$ cat config.mk
export PLATFORM = sky130hd
export DESIGN_NAME = instr_fetch_stage_flat
export DESIGN_NICKNAME = d
export VERILOG_FILES = /design/src/rtl/instr_fetch_stage_if.sv /design/src/rtl/instr_fetch_stage.sv /design/src/flat_wrapper.sv
export SDC_FILE = /design/constraint.sdc
export NUM_CORES = 1
export LEC_CHECK = 0
export ABC_AREA = 1
export CAP_MARGIN = 20
export CORE_AREA = 2 2 104 106
export CTS_CLUSTER_SIZE = 40
export DETAILED_ROUTE_END_ITERATION = 8
export DIE_AREA = 0 0 106 108
export HOLD_SLACK_MARGIN = 0.06
export PLACE_DENSITY = 0.77
export SKIP_CTS_REPAIR_TIMING = 1
export SYNTH_ARGS = -nofsm -noshare
export SYNTH_HDL_FRONTEND = slang
export SYNTH_SLANG_ARGS = --single-unit
$ cat constraint.sdc
create_clock -name gclk -period 4.6 [get_ports gclk]
set_clock_uncertainty 0.15 [all_clocks]
set_input_delay 0.69 -clock gclk [delete_from_list [all_inputs] [get_ports gclk]]
set_output_delay 0.69 -clock gclk [all_outputs]
set_load 0.02 [all_outputs]
$ cat src/rtl/instr_fetch_stage_if.sv
// Fetch-stage bundle: RAM read-port arbitration, redirect inputs and the registered ID hand-off.
// The master modport belongs to the fetch stage; the slave modport belongs to the surrounding pipeline/RAM.
interface instr_fetch_stage_if #(
    parameter int DATA_W = 16,
    parameter int ADDR_W = 16
);
    logic              mem_rd_req;
    logic              ram_addr_sel;
    logic [ADDR_W-1:0] if_read_addr;
    logic [DATA_W-1:0] if_read_data;
    logic              id_stall;
    logic              br_taken;
    logic [ADDR_W-1:0] br_target;
    logic [DATA_W-1:0] if_instr;
    logic [ADDR_W-1:0] if_pc;
    logic              if_valid;
    logic [15:0]       bubble_cnt;

    modport master (
        input  mem_rd_req, if_read_data, id_stall, br_taken, br_target,
        output ram_addr_sel, if_read_addr, if_instr, if_pc, if_valid, bubble_cnt
    );

    modport slave (
        output mem_rd_req, if_read_data, id_stall, br_taken, br_target,
        input  ram_addr_sel, if_read_addr, if_instr, if_pc, if_valid, bubble_cnt
    );
endinterface

$ cat src/rtl/instr_fetch_stage.sv
// Instruction fetch: owns the PC, shares the RAM read port with MEM, registers instructions to ID.
// Latency 1 cycle from issue edge to if_valid; id_stall holds the output and parks one return in a skid entry.
module instr_fetch_stage #(
    parameter int                DATA_W   = 16,
    parameter int                ADDR_W   = 16,
    parameter logic [ADDR_W-1:0] RESET_PC = 16'h0000,
    parameter logic [DATA_W-1:0] NOP_WORD = 16'h0000
) (
    input  logic                 gclk,
    input  logic                 rst,
    instr_fetch_stage_if.master  bus
);
    logic [ADDR_W-1:0] pc;
    logic [ADDR_W-1:0] pend_pc;
    logic              pend;
    logic              skid_v;
    logic [DATA_W-1:0] skid_instr;
    logic [ADDR_W-1:0] skid_pc;
    logic [DATA_W-1:0] instr_q;
    logic [ADDR_W-1:0] pc_q;
    logic              valid_q;
    logic [15:0]       bubble_q;

    logic              issue;
    logic [ADDR_W-1:0] pc_inc;
    logic [15:0]       bubble_nxt;

    // A fetch may only go out when its return is guaranteed a home next cycle.
    always_comb begin
        issue      = !bus.mem_rd_req && !skid_v && !(bus.id_stall && pend) && !bus.br_taken;
        pc_inc     = pc + ADDR_W'(1);
        bubble_nxt = (bubble_q == 16'hFFFF) ? bubble_q : bubble_q + 16'd1;
    end

    assign bus.ram_addr_sel = bus.mem_rd_req;
    assign bus.if_read_addr = pc;
    assign bus.if_instr     = instr_q;
    assign bus.if_pc        = pc_q;
    assign bus.if_valid     = valid_q;
    assign bus.bubble_cnt   = bubble_q;

    always_ff @(posedge gclk) begin
        if (rst) begin
            pc         <= RESET_PC;
            pend       <= 1'b0;
            pend_pc    <= '0;
            skid_v     <= 1'b0;
            skid_instr <= NOP_WORD;
            skid_pc    <= '0;
            instr_q    <= NOP_WORD;
            pc_q       <= '0;
            valid_q    <= 1'b0;
            bubble_q   <= 16'd0;
        end else begin
            pend <= issue;
            if (issue) begin
                pend_pc <= pc;
                pc      <= pc_inc;
            end

            // Redirect squashes the in-flight fetch and any parked return, even under stall.
            if (bus.br_taken) begin
                pc       <= bus.br_target;
                skid_v   <= 1'b0;
                instr_q  <= NOP_WORD;
                valid_q  <= 1'b0;
                bubble_q <= bubble_nxt;
            end else if (bus.id_stall) begin
                if (pend) begin
                    skid_v     <= 1'b1;
                    skid_instr <= bus.if_read_data;
                    skid_pc    <= pend_pc;
                end
            end else if (skid_v) begin
                instr_q <= skid_instr;
                pc_q    <= skid_pc;
                valid_q <= 1'b1;
                skid_v  <= 1'b0;
            end else if (pend) begin
                instr_q <= bus.if_read_data;
                pc_q    <= pend_pc;
                valid_q <= 1'b1;
            end else begin
                instr_q  <= NOP_WORD;
                valid_q  <= 1'b0;
                bubble_q <= bubble_nxt;
            end
        end
    end
endmodule

$ cat src/flat_wrapper.sv
// flat-port wrapper written by rule: the top's interface ports become plain ports
module instr_fetch_stage_flat 
#(
    parameter int                DATA_W   = 16,
    parameter int                ADDR_W   = 16,
    parameter logic [ADDR_W-1:0] RESET_PC = 16'h0000,
    parameter logic [DATA_W-1:0] NOP_WORD = 16'h0000
)
  (gclk, rst, bus_mem_rd_req, bus_if_read_data, bus_id_stall, bus_br_taken, bus_br_target, bus_ram_addr_sel, bus_if_read_addr, bus_if_instr, bus_if_pc, bus_if_valid, bus_bubble_cnt);
  instr_fetch_stage_if #(.DATA_W(DATA_W), .ADDR_W(ADDR_W)) bus_i ();
  input  logic gclk;
  input  logic rst;
  input wire logic [$bits(bus_i.mem_rd_req)-1:0] bus_mem_rd_req;
  input wire logic [$bits(bus_i.if_read_data)-1:0] bus_if_read_data;
  input wire logic [$bits(bus_i.id_stall)-1:0] bus_id_stall;
  input wire logic [$bits(bus_i.br_taken)-1:0] bus_br_taken;
  input wire logic [$bits(bus_i.br_target)-1:0] bus_br_target;
  output wire logic [$bits(bus_i.ram_addr_sel)-1:0] bus_ram_addr_sel;
  output wire logic [$bits(bus_i.if_read_addr)-1:0] bus_if_read_addr;
  output wire logic [$bits(bus_i.if_instr)-1:0] bus_if_instr;
  output wire logic [$bits(bus_i.if_pc)-1:0] bus_if_pc;
  output wire logic [$bits(bus_i.if_valid)-1:0] bus_if_valid;
  output wire logic [$bits(bus_i.bubble_cnt)-1:0] bus_bubble_cnt;
  assign bus_i.mem_rd_req = bus_mem_rd_req;
  assign bus_i.if_read_data = bus_if_read_data;
  assign bus_i.id_stall = bus_id_stall;
  assign bus_i.br_taken = bus_br_taken;
  assign bus_i.br_target = bus_br_target;
  assign bus_ram_addr_sel = bus_i.ram_addr_sel;
  assign bus_if_read_addr = bus_i.if_read_addr;
  assign bus_if_instr = bus_i.if_instr;
  assign bus_if_pc = bus_i.if_pc;
  assign bus_if_valid = bus_i.if_valid;
  assign bus_bubble_cnt = bus_i.bubble_cnt;
  instr_fetch_stage #(.DATA_W(DATA_W), .ADDR_W(ADDR_W), .RESET_PC(RESET_PC), .NOP_WORD(NOP_WORD)) u_core (.gclk(gclk), .rst(rst), .bus(bus_i));
endmodule
==> results.cfg, run 1 <==
[die]
rows = 37
die_y_um = 108
num_io_pins = 103
core_mm2 = 0.0102
design.die.area_mm2 = 0.0114
die_w_um = 106
start_util_pct = 49.7

[placement]
hpwlAfterDp_um = 8990
pre_cts_ws_ns = 1.21
finalWeightedCongestion = 0.860
post_dp_cell_area_mm2 = 0.00612
port_buffers = 102
place_inst = 918

[timing]
layout_setup_ws_ns = 1.68
fin_tns_setup_ns = 0
hold_viol_final = 0
slew_viol_final = 0
maxSlewHeadroom_pct = 25.9
finalCritPeriodShare_pct = 63.4
worstMarginPinSlew_ns = 1.11
fmax_mhz = 343
rsz0062_at_grt = no
final-setup-viol-count = 0
finalCriticalPeriod_ns = 2.92

[min_path]
min_to = u_core.skid_pc[1]
hp-start = u_core.pend_pc[1]
hp-class = reg2reg
min_path_cells = 2

[yosys]
netlist_top_cells_area = dfxtp_1, a21oi_1, nand2_1
synth_compound_area_share_pct = 21.6
synth_largest_area_cell = dfxtp_1
syn_avg_cell_area_um2 = 7.12
synth-simple-area-share_pct = 22.6
syn-num-nets = 752
synth_xor_area_share_pct = 1.55
yosys.area.top_type_share_pct = 45.3
ys_warn_count = 0
synthArstFlopShare_pct = 0
synth.area.mux_share_pct = 0
synth_top_family_by_area = simple AND/OR/NAND/NOR gates
synth_edf_count = 0
synthFlopType = dfxtp_1
syn_area_mm2 = 0.00508
synth-seq-cells = 115
ys_types = 33
syn_inst = 713
synth-adder-area-share_pct = 0.493
netlist_top_cells_count = nand2_1, dfxtp_1, a21oi_1, nor2_1, o21ai_0
synthMostInstantiatedCell = nand2_1
seq_area_frac_synth_pct = 45.3

[worst_setup_path]
critPathMaxFanout = 38
r2r_end = u_core.bus.if_pc[6]
crit_chain = clkdlybuf4s50_1 > inv_1 > nand3_2 > or2_1 > o21a_1 > a21oi_1
timing.reg2reg.setup_slack_ns = 2.18
crit_path_top_delay_cell = clkdlybuf4s50_1
rr_startpoint = u_core.skid_v
slowest_delay_ns = 0.82
criticalPathCategory = in2reg
end_kind = register
rr_worst_depth = 6
cp.arrival_ns = 3.19
startpoint_type = primary input
required_ns = 4.87

[final_layout]
layoutNonFillerInstCount = 950
fin_area_mm2 = 0.00668
layout.nets = 840
regArea_mm2 = 0.00230
drive_gt1_share_pct = 7.00
antennaDiodeCount = 0
syn_to_final_growth_pct = 31.5
fillCellCount = 882
multi_input_area_mm2 = 0.00235

[routing]
drtIter0Drc = 292
drtAntennaViolNets = 0
firstDrtPassIters = 6
wl_um = 13000
drcViolationCount = 0
viasPerCell = 5.32
drt-wirelength-per-cell_um = 13.7
vias = 5053

[run]
maxCapViolCount = 0

[clock_network]
cts_buffers = 17
cts_root_buffer = clkbuf_8
cts_tree = built
cts_buffer_depth = 2
cts.sinks = 115
clk_latency_ns = 0.51
clk_pin_slew_worst_paths_ns = 0.06
h-tree-depth = 4

[global_route]
grt_max_degree = 39
grt_pass1_wl_um = 21500
antenna_found_initial = 0
first_global_vias = 4651
overflow = 0
grt_use_total_pct = 22.9

[power]
p_leak_nw = 2.59
peakVddDrop_mv = 0.194
power_density_mw_per_mm2 = 380
power_mw = 2.54

[status]
outcome = complete, no violations
-- worst max-delay path: cells and delay by family --
kind / cells / cell delay [ns]
simple gates: 2 / 1.02
compound gates: 2 / 0.30
buf+inv: 2 / 1.17
-- placed cells by master (no fill, tap or decap), types with 8 or more instances in the layout --
master / count
o21ai_0: 88
a21oi_1: 106
nand2_1: 136
nor2_1: 96
nand4_1: 8
clkdlybuf4s50_1: 102
inv_1: 56
clkbuf_16: 16
dfxtp_1: 115
nand3_1: 15
-- power by group --
part | leakage, nW | switching [mW] | internal, mW
logic | 1.39 | 0.137 | 0.0994
registers | 0.936 | 0.0291 | 1.03
clock network | 0.269 | 0.512 | 0.731
total | 2.59 | 0.678 | 1.86
-- kinds of logic (layout without fill, tap and decap cells) --
group / after synthesis / count (layout)
flip-flops: 115 / 115
buffers and inverters: 99 / 200
AO/OA/AOI/OAI: 212 / 212
adder cells (fa/ha/maj): 2 / 2
XOR/XNOR: 9 / 9
AND/OR/NAND/NOR: 276 / 276
-- stage by stage --
step | hold WS, ns | util [%]
3_5_place_dp | 0.338 | 59.8
2_1_floorplan | 0.297 | -
6_report | 0.337 | 65.3
4_1_cts | 0.344 | 65.3
5_1_grt | 0.368 | 65.3
3_3_place_gp | 0.326 | 59.8
-- how the worst max path moves through the flow --
stage | startpoint | slack, ns | to | cells after the start
finish | bus_br_taken | 1.68 | u_core.bus.if_read_addr[8] | 6
CTS | bus_br_taken | 1.74 | u_core.bus.if_read_addr[8] | 6
global route | bus_br_taken | 1.41 | u_core.bus.if_read_addr[13] | 8
global placement | bus_br_taken | 1.29 | u_core.bus.if_read_addr[4] | 8
detailed placement | bus_br_taken | 1.21 | u_core.bus.if_read_addr[8] | 6
floorplan | bus_id_stall | 2.82 | u_core.bus.if_read_addr[8] | 7
-- flip-flops by register name, indices dropped and copies added, names as in the netlist --
name                     cells
u_core.bus.bubble_cnt       16
u_core.bus.if_pc            16
u_core.pend                  1
u_core.skid_pc              16
u_core.bus.if_read_addr     16
u_core.pend_pc              16
u_core.skid_instr           16
u_core.bus.if_valid          1
u_core.skid_v                1
u_core.bus.if_instr         16
-- layout make-up --
class                   instances  share of cell area [%]
flip-flops and latches        115                    34.5
multi-input cells             499                    35.2
inverters                      60                    3.41
clock inverters                15                    2.21
clock buffers                  17                    6.20
repair buffers                108                    16.0
well taps                     136                    2.55
-- metal layers --
layer	track usage, %	up-vias	routed length (um)
met1	30.7	2341	6040
met3	5.12	10	838
li1	-	2519	-
met5	0	-	0
met2	37.4	183	6060
met4	6.67	0	89
Power figures use the tool's default switching activity.
==> inputs of run 2 (changes only) <==
==> constraint.sdc (replaced) <==
create_clock -name gclk -period 2.96 [get_ports gclk]
set_clock_uncertainty 0.15 [all_clocks]
set_input_delay 0.444 -clock gclk [delete_from_list [all_inputs] [get_ports gclk]]
set_output_delay 0.444 -clock gclk [all_outputs]
set_load 0.02 [all_outputs]
==> run 2 against run 1 <==
Compared with the run above:
- hold slack improved by 0.0036 ns
- routed wire length increased by 5.1%
- clock-buffer cell count increased by 1
- worst setup slack got worse by 1.0 ns
- largest cell class unchanged
==> results.cfg, run 2 (synthesized netlist as in run 1, its figures left out) <==
[clock_network]
cts_root_buffer = clkbuf_8
cts.sinks = 115
clk_latency_ns = 0.52
cts_tree = built
cts_buffer_depth = 2
cts_buffers = 17
h-tree-depth = 4
clk_pin_slew_worst_paths_ns = 0.06

[routing]
wl_um = 13700
viasPerCell = 5.34
drtIter0Drc = 379
drtAntennaViolNets = 0
firstDrtPassIters = 5
drt-wirelength-per-cell_um = 14.3
vias = 5117
drcViolationCount = 0

[final_layout]
antennaDiodeCount = 0
postLayoutCoreUtil_pct = 66.1
layout_commonest_cell = nand2_1
syn_to_final_growth_pct = 33.2
fin_area_mm2 = 0.00676
layout.nets = 849
drive_gt1_share_pct = 8.02
layout_common_cells = nand2_1, dfxtp_1, a21oi_1

[min_path]
min_path_cells = 2
hp-class = reg2reg
min_to = u_core.skid_pc[10]
hp-start = u_core.pend_pc[10]

[timing]
fin_tns_setup_ns = 0
slew_viol_final = 0
rsz0062_at_grt = no
finalCritPeriodShare_pct = 78.1
hold_viol_final = 0
fmax_mhz = 433
finalCriticalPeriod_ns = 2.31
worstMarginPinSlew_ns = 0.602
maxSlewHeadroom_pct = 59.7
final-setup-viol-count = 0

[worst_setup_path]
required_ns = 2.37
cp.arrival_ns = 1.72
crit_path_top_delay_cell = clkdlybuf4s50_1
startpoint_type = register
path_delay_family = buffers and inverters
slowest_delay_ns = 0.68
r2r_end = u_core.bus.if_pc[0]
critPathMaxFanout = 7
criticalPathCategory = reg2out
rr_worst_depth = 8
path_buf_inv = 1
rr_startpoint = u_core.skid_v
timing.reg2reg.setup_slack_ns = 0.94
end_kind = output port
crit_chain = clkdlybuf4s50_1

[power]
power_density_mw_per_mm2 = 593
power_mw = 4.01
p_leak_nw = 2.64
peakVddDrop_mv = 0.301

[die]
die_y_um = 108
rows = 37
core_mm2 = 0.0102
num_io_pins = 103
design.die.area_mm2 = 0.0114
die_w_um = 106
start_util_pct = 49.7

[global_route]
first_global_vias = 4780
grt_max_degree = 49
grt_use_total_pct = 24.5
antenna_found_initial = 0
grt_pass1_wl_um = 22500
overflow = 0

[placement]
post_dp_cell_area_mm2 = 0.00618
port_buffers = 102
finalWeightedCongestion = 0.845
hpwlAfterDp_um = 9230

[status]
outcome = complete, no violations

[run]
maxCapViolCount = 0
-- run 2: cell types whose count changed in the layout (fill, tap and decap cells not counted), sizes merged --
cell,change
bufinv,+1
clkbuf,+1
buf,+9
inv,-5
clkinvlp,+1
clkinv,+2
-- run 2: worst max-delay path by stage --
stage	cells past startpoint	from	endpoint
after detailed placement	7	bus_br_taken	u_core.bus.bubble_cnt[1]
after global routing	1	u_core.bus.if_read_addr[4]	bus_if_read_addr[4]
final	1	u_core.bus.if_read_addr[4]	bus_if_read_addr[4]
after global placement	7	bus_br_taken	u_core.bus.bubble_cnt[1]
after CTS	1	u_core.bus.if_read_addr[4]	bus_if_read_addr[4]
after floorplan	9	u_core.bus.bubble_cnt[0]	u_core.bus.bubble_cnt[12]
-- run 2: area by class of cell --
class	instances	area, um2
fillers	842	3470
multi-input cells	499	2350
flip-flops and latches	115	2300
repair buffers	117	1130
clock buffers	18	428
inverters	60	228
well taps	136	170
clock inverters	14	153
-- run 2: stage by stage --
step                worst slack [ns]  hold WS, ns  cells
CTS                            0.653        0.341    958
detailed placement             0.713        0.336    926
global placement               0.769        0.320    926
global route                   0.628        0.363    959
finish                         0.649        0.341    959
floorplan                       1.19        0.297    713
-- run 2: tightest hold or removal path, cell delays in order, from the launching register on --
cell and delay (ns):
dfxtp_1 0.29, inv_1 0.09, a21oi_1 0.07
-- run 2: power by group --
part	switching [mW]	total, mW	internal [mW]
clock	0.757	1.98	1.23
combinational	0.218	0.379	0.161
sequential	0.0463	1.65	1.60
total	1.02	4.01	2.99
-- run 2: metal layers --
layer | GRT usage (%) | wire [um]
met3 | 7.11 | 892
met1 | 31.6 | 6030
met5 | 0 | 0
met4 | 8.36 | 241
met2 | 39.6 | 6530
